<file path="config.mk">
export PLATFORM = sky130hd
export DESIGN_NAME = bypass_accumulator
export DESIGN_NICKNAME = d
export VERILOG_FILES = /design/src/rtl/bypass_accumulator.sv
export SDC_FILE = /design/constraint.sdc
export NUM_CORES = 1
export LEC_CHECK = 0
export CORE_MARGIN = 2
export CORE_UTILIZATION = 50
export DETAILED_ROUTE_END_ITERATION = 6
export HOLD_SLACK_MARGIN = 0.1
export PLACE_DENSITY = 0.85
export SLEW_MARGIN = 25
export SYNTH_ARGS = -nofsm -noshare
export SYNTH_HDL_FRONTEND = slang
export SYNTH_HIERARCHICAL = 1
export SYNTH_SLANG_ARGS = --single-unit
</file>
<file path="constraint.sdc">
create_clock -name clk -period 16.5 [get_ports clk]
set_clock_uncertainty 0.05 [all_clocks]
set_input_delay 1.65 -clock clk [delete_from_list [all_inputs] [get_ports clk]]
set_output_delay 1.65 -clock clk [all_outputs]
set_load 0.1 [all_outputs]
</file>
<file path="src/rtl/bypass_accumulator.sv">
`default_nettype none
// +--------------------------------------------------------------------------+
// | bypass_accumulator / BypassAdder                                          |
// | Burst accumulator with sticky carry/overflow on a carry-skip adder.       |
// | Revision: 1.0                                                             |
// +--------------------------------------------------------------------------+

module BypassAdder #(
    parameter int WIDTH      = 32,
    parameter int BLOCK_SIZE = 4
) (
    input  logic [WIDTH-1:0] a_i,
    input  logic [WIDTH-1:0] b_i,
    input  logic             cin_i,
    output logic [WIDTH-1:0] sum_o,
    output logic             cout_o
);

    localparam int NUM_BLOCKS = WIDTH / BLOCK_SIZE;

    always_comb begin : p_add
        logic c;
        logic blk_cin;
        logic prop;
        logic p;
        int   idx;
        sum_o   = '0;
        c       = cin_i;
        blk_cin = 1'b0;
        prop    = 1'b0;
        p       = 1'b0;
        idx     = 0;
        for (int b = 0; b < NUM_BLOCKS; b++) begin
            blk_cin = c;
            prop    = 1'b1;
            for (int i = 0; i < BLOCK_SIZE; i++) begin
                idx        = b * BLOCK_SIZE + i;
                p          = a_i[idx] ^ b_i[idx];
                sum_o[idx] = p ^ c;
                c          = (a_i[idx] & b_i[idx]) | (p & c);
                prop       = prop & p;
            end
            // Whole block propagates: the block carry-in skips straight past it.
            if (prop) begin
                c = blk_cin;
            end
        end
        cout_o = c;
    end

endmodule

module bypass_accumulator #(
    parameter int WIDTH      = 32,
    parameter int BLOCK_SIZE = 4,
    parameter int CNT_W      = 16
) (
    input  logic             clk,
    input  logic             rst_n,
    input  logic             clear,
    input  logic             in_valid,
    output logic             in_ready,
    input  logic [WIDTH-1:0] in_data,
    input  logic             in_last,
    output logic             out_valid,
    input  logic             out_ready,
    output logic [WIDTH-1:0] out_sum,
    output logic             out_carry,
    output logic             out_ovf,
    output logic [CNT_W-1:0] out_count
);

    typedef enum logic [0:0] {
        ST_ACC = 1'b0,
        ST_OUT = 1'b1
    } state_t;

    state_t             state_q;
    logic [WIDTH-1:0]   acc_q;
    logic               carry_q;
    logic               ovf_q;
    logic [CNT_W-1:0]   count_q;
    logic               valid_q;

    logic [WIDTH-1:0]   sum_w;
    logic               cout_w;
    logic               beat_w;
    logic [WIDTH-1:0]   acc_d;
    logic               carry_d;
    logic               ovf_d;
    logic [CNT_W-1:0]   count_d;

    BypassAdder #(
        .WIDTH      (WIDTH),
        .BLOCK_SIZE (BLOCK_SIZE)
    ) u_adder (
        .a_i    (acc_q),
        .b_i    (in_data),
        .cin_i  (1'b0),
        .sum_o  (sum_w),
        .cout_o (cout_w)
    );

    assign in_ready = (state_q == ST_ACC) && !clear;
    assign beat_w   = in_valid && in_ready;

    // Signed overflow: operands agree in sign but the sum does not.
    assign acc_d   = sum_w;
    assign carry_d = carry_q | cout_w;
    assign ovf_d   = ovf_q | ((acc_q[WIDTH-1] == in_data[WIDTH-1]) &&
                              (sum_w[WIDTH-1] != acc_q[WIDTH-1]));
    assign count_d = (&count_q) ? count_q : count_q + 1'b1;

    always_ff @(posedge clk or negedge rst_n) begin
        if (!rst_n) begin
            state_q <= ST_ACC;
            acc_q   <= '0;
            carry_q <= 1'b0;
            ovf_q   <= 1'b0;
            count_q <= '0;
            valid_q <= 1'b0;
        end else if (clear) begin
            state_q <= ST_ACC;
            acc_q   <= '0;
            carry_q <= 1'b0;
            ovf_q   <= 1'b0;
            count_q <= '0;
            valid_q <= 1'b0;
        end else begin
            case (state_q)
                ST_ACC: begin
                    if (beat_w) begin
                        acc_q   <= acc_d;
                        carry_q <= carry_d;
                        ovf_q   <= ovf_d;
                        count_q <= count_d;
                        if (in_last) begin
                            state_q <= ST_OUT;
                            valid_q <= 1'b1;
                        end
                    end
                end
                ST_OUT: begin
                    if (out_ready) begin
                        state_q <= ST_ACC;
                        acc_q   <= '0;
                        carry_q <= 1'b0;
                        ovf_q   <= 1'b0;
                        count_q <= '0;
                        valid_q <= 1'b0;
                    end
                end
                default: begin
                    state_q <= ST_ACC;
                    valid_q <= 1'b0;
                end
            endcase
        end
    end

    assign out_valid = valid_q;
    assign out_sum   = acc_q;
    assign out_carry = carry_q;
    assign out_ovf   = ovf_q;
    assign out_count = count_q;

endmodule
`default_nettype wire

</file>
==> results.yml, run 1 <==
run_status:
  status: "finished clean"
timing:
  fin_crit_sh_pct: 96.97
  worst_pin_slew_ns: 1.009
  finalSetupViolCount: 0
  rsz0062_at_grt: "no"
  tns_ns: 0
  relSlewSlack_pct: 32.51
  drv_slew: 0
  final_hold_viol_count: 0
  whs_ns: 0.4463
  maxClockFrequency_mhz: 62.50
  final_period_minus_worst_setup_slack_ns: 16.00
placed_design:
  place.gp.congestion: 0.8185
  io_buffers: 89
  dp_cells: 491
  dpl.hpwl_mm: 6.065
detailed_routing:
  firstDrtPassIters: 5
  drcViolationCount: 0
  avgViaCountPerCell: 5.564
  post_drt_wl_per_cell_um: 16.31
  vias: 2782
  drtIter0Drc: 131
  finalWirelength_mm: 8.155
  drtAntennaViolNets: 0
synth:
  avgSynthCellArea_um2: 11.42
  synth_cell_types: 41
  synth_edf_count: 0
  yosysSeqAreaShare_pct: 36.88
  synth_ff_type: "dfrtp_1"
  ys_ff_latch: 52
  synth.cell_area_um2: 3528
  ys.warnings.count: 6
  synth_cells: 309
  ys_async_sr_fraction_pct: 100.0
setup_path:
  crit_arrival_ns: 16.16
  critPathLaunchType: "primary input"
  worst-setup-path-type: "primary input to flop"
  slowest_stage: "clkdlybuf4s50_1"
  reg2reg_to: "out_ovf"
  crit_fanout: 3
  r2r_slack_ns: 1.80
  worst_path_largest_cell_delay_ns: 0.42
  crit_required_ns: 16.66
  rr_startpoint: "out_sum[0]"
  r2r_cells: 52
  cp-end-kind: "flop"
layout:
  drive_above_1_share_pct: 10.89
  final_nets: 506
  stdcell_count: 500
  antenna_cells: 0
  final_util_pct: 69.26
  nFillCells: 517
  syn_to_final_growth_pct: 33.37
clock_network:
  insertion_delay_ns: 0.31
  numCtsBuffers: 5
  path_clk_slew_ns: 0.10
  clk_path_buf_depth: 2
  cts_num_sinks: 52
  cts_tree: "built"
  ctsHtreeMaxLevel: 2
  root_buffer: "clkbuf_8"
  hold_buffers: 0
floorplanning:
  core_um2: 6794
  dieArea_um2: 7745
  std_cell_rows: 30
  die_y_um: 88.01
  start_util_pct: 51.93
  die_x_um: 88.01
  io_pins: 90
global_routing:
  grt_pass1_vias: 2812
  grt_overflow: 0
  grt_pass1_wl_mm: 13.54
  grtUsageTotal_pct: 22.55
  grt_max_degree: 53
  antenna_found_initial: 0
pwr:
  power_frac_clock_pct: 15.3
  combPwrFrac_pct: 51.0
  seq_power_share_pct: 33.6
  sw_frac_of_total_pct: 48.22
  power_density_nw_per_um2: 105.8
  total_power_mw: 0.4979
  switching_power_mw: 0.2401
  ir_worst_vdd_v: 0.00006344
  p_leak_nw: 2.037
  p_int_mw: 0.2578
hold_path:
  min-delay-start: "out_ovf"
  hold_end: "out_ovf"
  hold_depth: 1
  hp-class: "flop to flop"
flow_run:
  maxCapViolCount: 0
kinds of logic after synthesis:
kind of cell	share of synthesized area, %
compound gates	17.94
fa+ha+maj	29.86
buf+inv	4.007
flops	36.88
mux	1.206
other cells	0.1063
simple gates	10.00
how the worst max path moves through the flow:
stage	startpoint	end	slack [ns]	cells past startpoint
floorplan	in_data[0]	out_ovf	0.71	52
global placement	in_data[0]	out_ovf	-0.24	53
detailed placement	in_data[0]	out_ovf	-0.58	53
CTS	in_data[0]	out_ovf	0.004	53
global route	in_data[0]	out_ovf	0.001	53
finish	in_data[0]	out_ovf	0.50	53
power by group through the flow:
stage	clock network (mW)	registers (mW)	logic [mW]
after floorplan	0	0.275	0.0691
after CTS	0.0786	0.167	0.252
after global placement	0	0.169	0.242
after detailed placement	0	0.169	0.249
final	0.0763	0.168	0.254
after global routing	0.0835	0.171	0.272
repair_timing:
| action | in CTS | in global routing |
|---|---|---|
| setup endpoints to repair | 3 | 3 |
| setup buffers | 1 | 0 |
| pin swaps | 0 | 3 |
| endpoints found under the hold margin | 0 | 0 |
| gates cloned | 0 | 0 |
| gates resized for setup | 5 | 14 |
metrics by stage:
stage / area, um^2 / setup WS, ns
finish: 4706 / 0.4993
floorplan: 3532 / 0.7053
CTS: 4664 / 0.004480
global route: 4706 / 0.001089
detailed placement: 4549 / -0.5780
global placement: 4543 / -0.2354
cells in the final DEF, fill, tap and decap left out, types with 3 or more instances in the layout:
cell / netlist / routed
clkdlybuf4s50_1: 0 / 88
o21ai_1: 2 / 3
ha_1: 33 / 33
nor3_1: 3 / 3
nand4_1: 11 / 11
clkbuf_8: 0 / 6
fa_2: 0 / 16
o21ai_0: 6 / 5
nor2_1: 17 / 17
a31oi_1: 10 / 9
fa_1: 32 / 16
nand2_1: 13 / 13
a21oi_1: 19 / 19
buf_4: 0 / 10
o211ai_1: 3 / 3
dfrtp_1: 52 / 52
a41oi_1: 3 / 3
inv_1: 21 / 21
a22o_1: 32 / 32
nand3_1: 9 / 9
state kept, by name, indices dropped and copies added, names as in the netlist:
name	flops
out_valid	1
out_sum	32
state_q	1
out_ovf	1
out_carry	1
out_count	16
cell type report:
class | count | area [um^2] | area share (%)
clock inverter | 2 | 15.01 | 0.3191
inverter | 21 | 78.83 | 1.675
multi-input combinational | 224 | 2147 | 45.63
sequential | 52 | 1301 | 27.65
timing repair buffer | 99 | 960.9 | 20.42
tap | 96 | 120.1 | 2.553
clock buffer | 6 | 82.58 | 1.755
layer usage:
layer | global-route usage (%) | up-vias | wire length (um)
met4 | 6.014 | 0 | 147
met5 | 0 | - | 0
met2 | 37.67 | 89 | 4182
met1 | 30.66 | 1388 | 3419
met3 | 3.864 | 14 | 405
li1 | - | 1291 | -
worst max-delay path, delay by kind of cell:
kind / cells / cell delay, ns
multiplexers: 2 / 0.50
AO/OA/AOI/OAI: 6 / 0.78
AND/OR/NAND/NOR: 7 / 0.78
adder cells (fa/ha/maj): 32 / 11.63
buffers and inverters: 6 / 0.79
cells in the mapped netlist, drive strengths merged (3+ instances only):
library cell,n,area [um^2]
a31oi,10,62.56
a41oi,3,26.28
fa,32,640.6
nand4,12,81.33
nand3,9,45.04
nor2,17,63.81
nor3,4,25.02
dfrtp,52,1301
inv,21,78.83
o21ai,8,40.04
o211ai,3,22.52
clkbuf,7,26.28
buf,6,36.28
ha,33,412.9
nand2,13,48.80
a21oi,19,95.09
a22o,32,280.3
Note: power is estimated with default switching activity, not from simulation.
==> run 2, diff against run 1 <==
MAX_ROUTING_LAYER = met4   (was unset)
SLEW_MARGIN = unset   (was 25)
==> run 2 against run 1 <==
Net effect:
- total power is 0.21% lower
- sequential power about the same
- non-clock buffer count did not move
- largest power group unchanged
==> results.yml, run 2 (same netlist as run 1, synthesis figures left out) <==
run_status:
  status: "finished clean"
layout:
  mostFrequentLayoutCells: "88 x clkdlybuf4s50_1, 52 x dfrtp_1, 33 x ha_1"
  layout_commonest_cell: "clkdlybuf4s50_1"
  antenna_cells: 0
  stdcell_area_um2: 4697
  final_nets: 506
  nFillCells: 506
  largest_reg_flops: 32
  syn_to_final_growth_pct: 33.12
  final_util_pct: 69.13
  drive_above_1_share_pct: 10.64
detailed_routing:
  finalWirelength_mm: 8.098
  firstDrtPassIters: 5
  drtIter0Drc: 176
  vias: 2804
  drcViolationCount: 0
  post_drt_wl_per_cell_um: 16.20
  drtAntennaViolNets: 0
  avgViaCountPerCell: 5.608
floorplanning:
  std_cell_rows: 30
  die_y_um: 88.01
  core_um2: 6794
  io_pins: 90
  start_util_pct: 51.93
  die_x_um: 88.01
  dieArea_um2: 7745
pwr:
  ir_worst_vdd_v: 0.00006384
  p_leak_nw: 2.037
  power_density_nw_per_um2: 105.8
clock_network:
  root_buffer: "clkbuf_8"
  ctsHtreeMaxLevel: 2
  hold_buffers: 0
  cts_num_sinks: 52
  numCtsBuffers: 5
  cts_tree: "built"
  clk_path_buf_depth: 2
  path_clk_slew_ns: 0.10
  insertion_delay_ns: 0.30
timing:
  relSlewSlack_pct: 20.84
  final_hold_viol_count: 0
  worst_pin_slew_ns: 1.182
  finalSetupViolCount: 0
  maxClockFrequency_mhz: 62.56
  setup_ws_ns: 0.5165
  final_period_minus_worst_setup_slack_ns: 15.98
  whs_ns: 0.4675
  fin_crit_sh_pct: 96.87
  rsz0062_at_grt: "no"
  drv_slew: 0
  tns_ns: 0
flow_run:
  maxCapViolCount: 0
hold_path:
  hold_depth: 1
  hp-class: "flop to flop"
global_routing:
  grt_pass1_wl_mm: 13.56
  grtUsageTotal_pct: 23.15
  grt_overflow: 0
  grt_max_degree: 53
  antenna_found_initial: 0
  grt_pass1_vias: 2837
setup_path:
  crit_fanout: 3
  cp-end-kind: "flop"
  cp_common_cell: "fa_1"
  worst_path_largest_cell_delay_ns: 0.42
  r2r_slack_ns: 1.83
  crit_required_ns: 16.65
  slowest_stage: "clkdlybuf4s50_1"
  crit_arrival_ns: 16.13
  r2r_cells: 52
  critPathLaunchType: "primary input"
  worst-setup-path-type: "primary input to flop"
placed_design:
  pre_cts_slack_ns: -0.5835
  place.gp.congestion: 0.8306
  io_buffers: 89
  dpl.hpwl_mm: 6.044
  dpl_cell_area_um2: 4543
-- run 2: cell counts in the layout (fill, tap and decap cells not counted) --
Identical to the previous run, type by type.
-- run 2: metrics by stage --
step           power, mW  instances
4_1_cts           0.4976        500
3_3_place_gp      0.4110        491
2_1_floorplan     0.3442        310
5_1_grt           0.5254        500
6_report          0.4969        500
3_5_place_dp      0.4183        491
-- run 2: path summary, 6_finish.rpt --
| path | from | endpoint |
|---|---|---|
| hold reg to reg | out_ovf | out_ovf |
| max in group asynchronous | rst_n | out_count[4] |
| hold / removal | out_ovf | out_ovf |
| setup reg to reg | out_sum[0] | out_ovf |
| setup / recovery | in_data[0] | out_ovf |
| min in group asynchronous | rst_n | out_sum[21] |
-- run 2: where the power goes --
part           switching, mW  internal [mW]  total (mW)  leakage [nW]
clock                 0.0414         0.0340      0.0754        0.0434
sequential            0.0252          0.143       0.168         0.703
combinational          0.173         0.0813       0.254          1.29
-- run 2: final cells by class --
class                           instances  area (um^2)  share of cell area [%]
Sequential cell                        52         1301                   27.70
Inverter                               21        78.83                   1.678
Tap cell                               96        120.1                   2.557
Clock buffer                            6        82.58                   1.758
Multi-Input combinational cell        224         2138                   45.52
Clock inverter                          2        15.01                  0.3197
Timing Repair Buffer                   99        960.9                   20.46
-- run 2: timing repair --
item	4_1_cts	5_1_grt
cloned	0	0
pin swaps	0	2
gates resized for setup	7	12
buffers inserted	1	0
setup endpoints to repair	3	3
-- run 2: layer usage --
layer / share of wire, % / global-route usage, %
met3: 4.6 / 2.733
met5: 0 / -
met1: 41 / 30.59
met4: 1.4 / 6.014
met2: 53 / 38.22
-- run 2: critical path: cells and delay by family --
family | cells | cell delay [ns]
fa+ha+maj | 32 | 11.69
simple gates | 7 | 0.78
mux | 2 | 0.49
compound gates | 6 | 0.75
buf+inv | 6 | 0.77
==> run 3, diff against run 2 <==
--- a/constraint.sdc
+++ b/constraint.sdc
@@ -3,3 +3,3 @@
 set_input_delay 1.65 -clock clk [delete_from_list [all_inputs] [get_ports clk]]
 set_output_delay 1.65 -clock clk [all_outputs]
-set_load 0.1 [all_outputs]
+set_load 0.005 [all_outputs]
==> results of run 3 <==
Same layout as run 2 (identical final DEF). Status: finished clean.
Main changes from that run: total power 0.4969 mW -> 0.3828 mW; worst IR drop on VDD 0.00006384 V -> 0.00004810 V
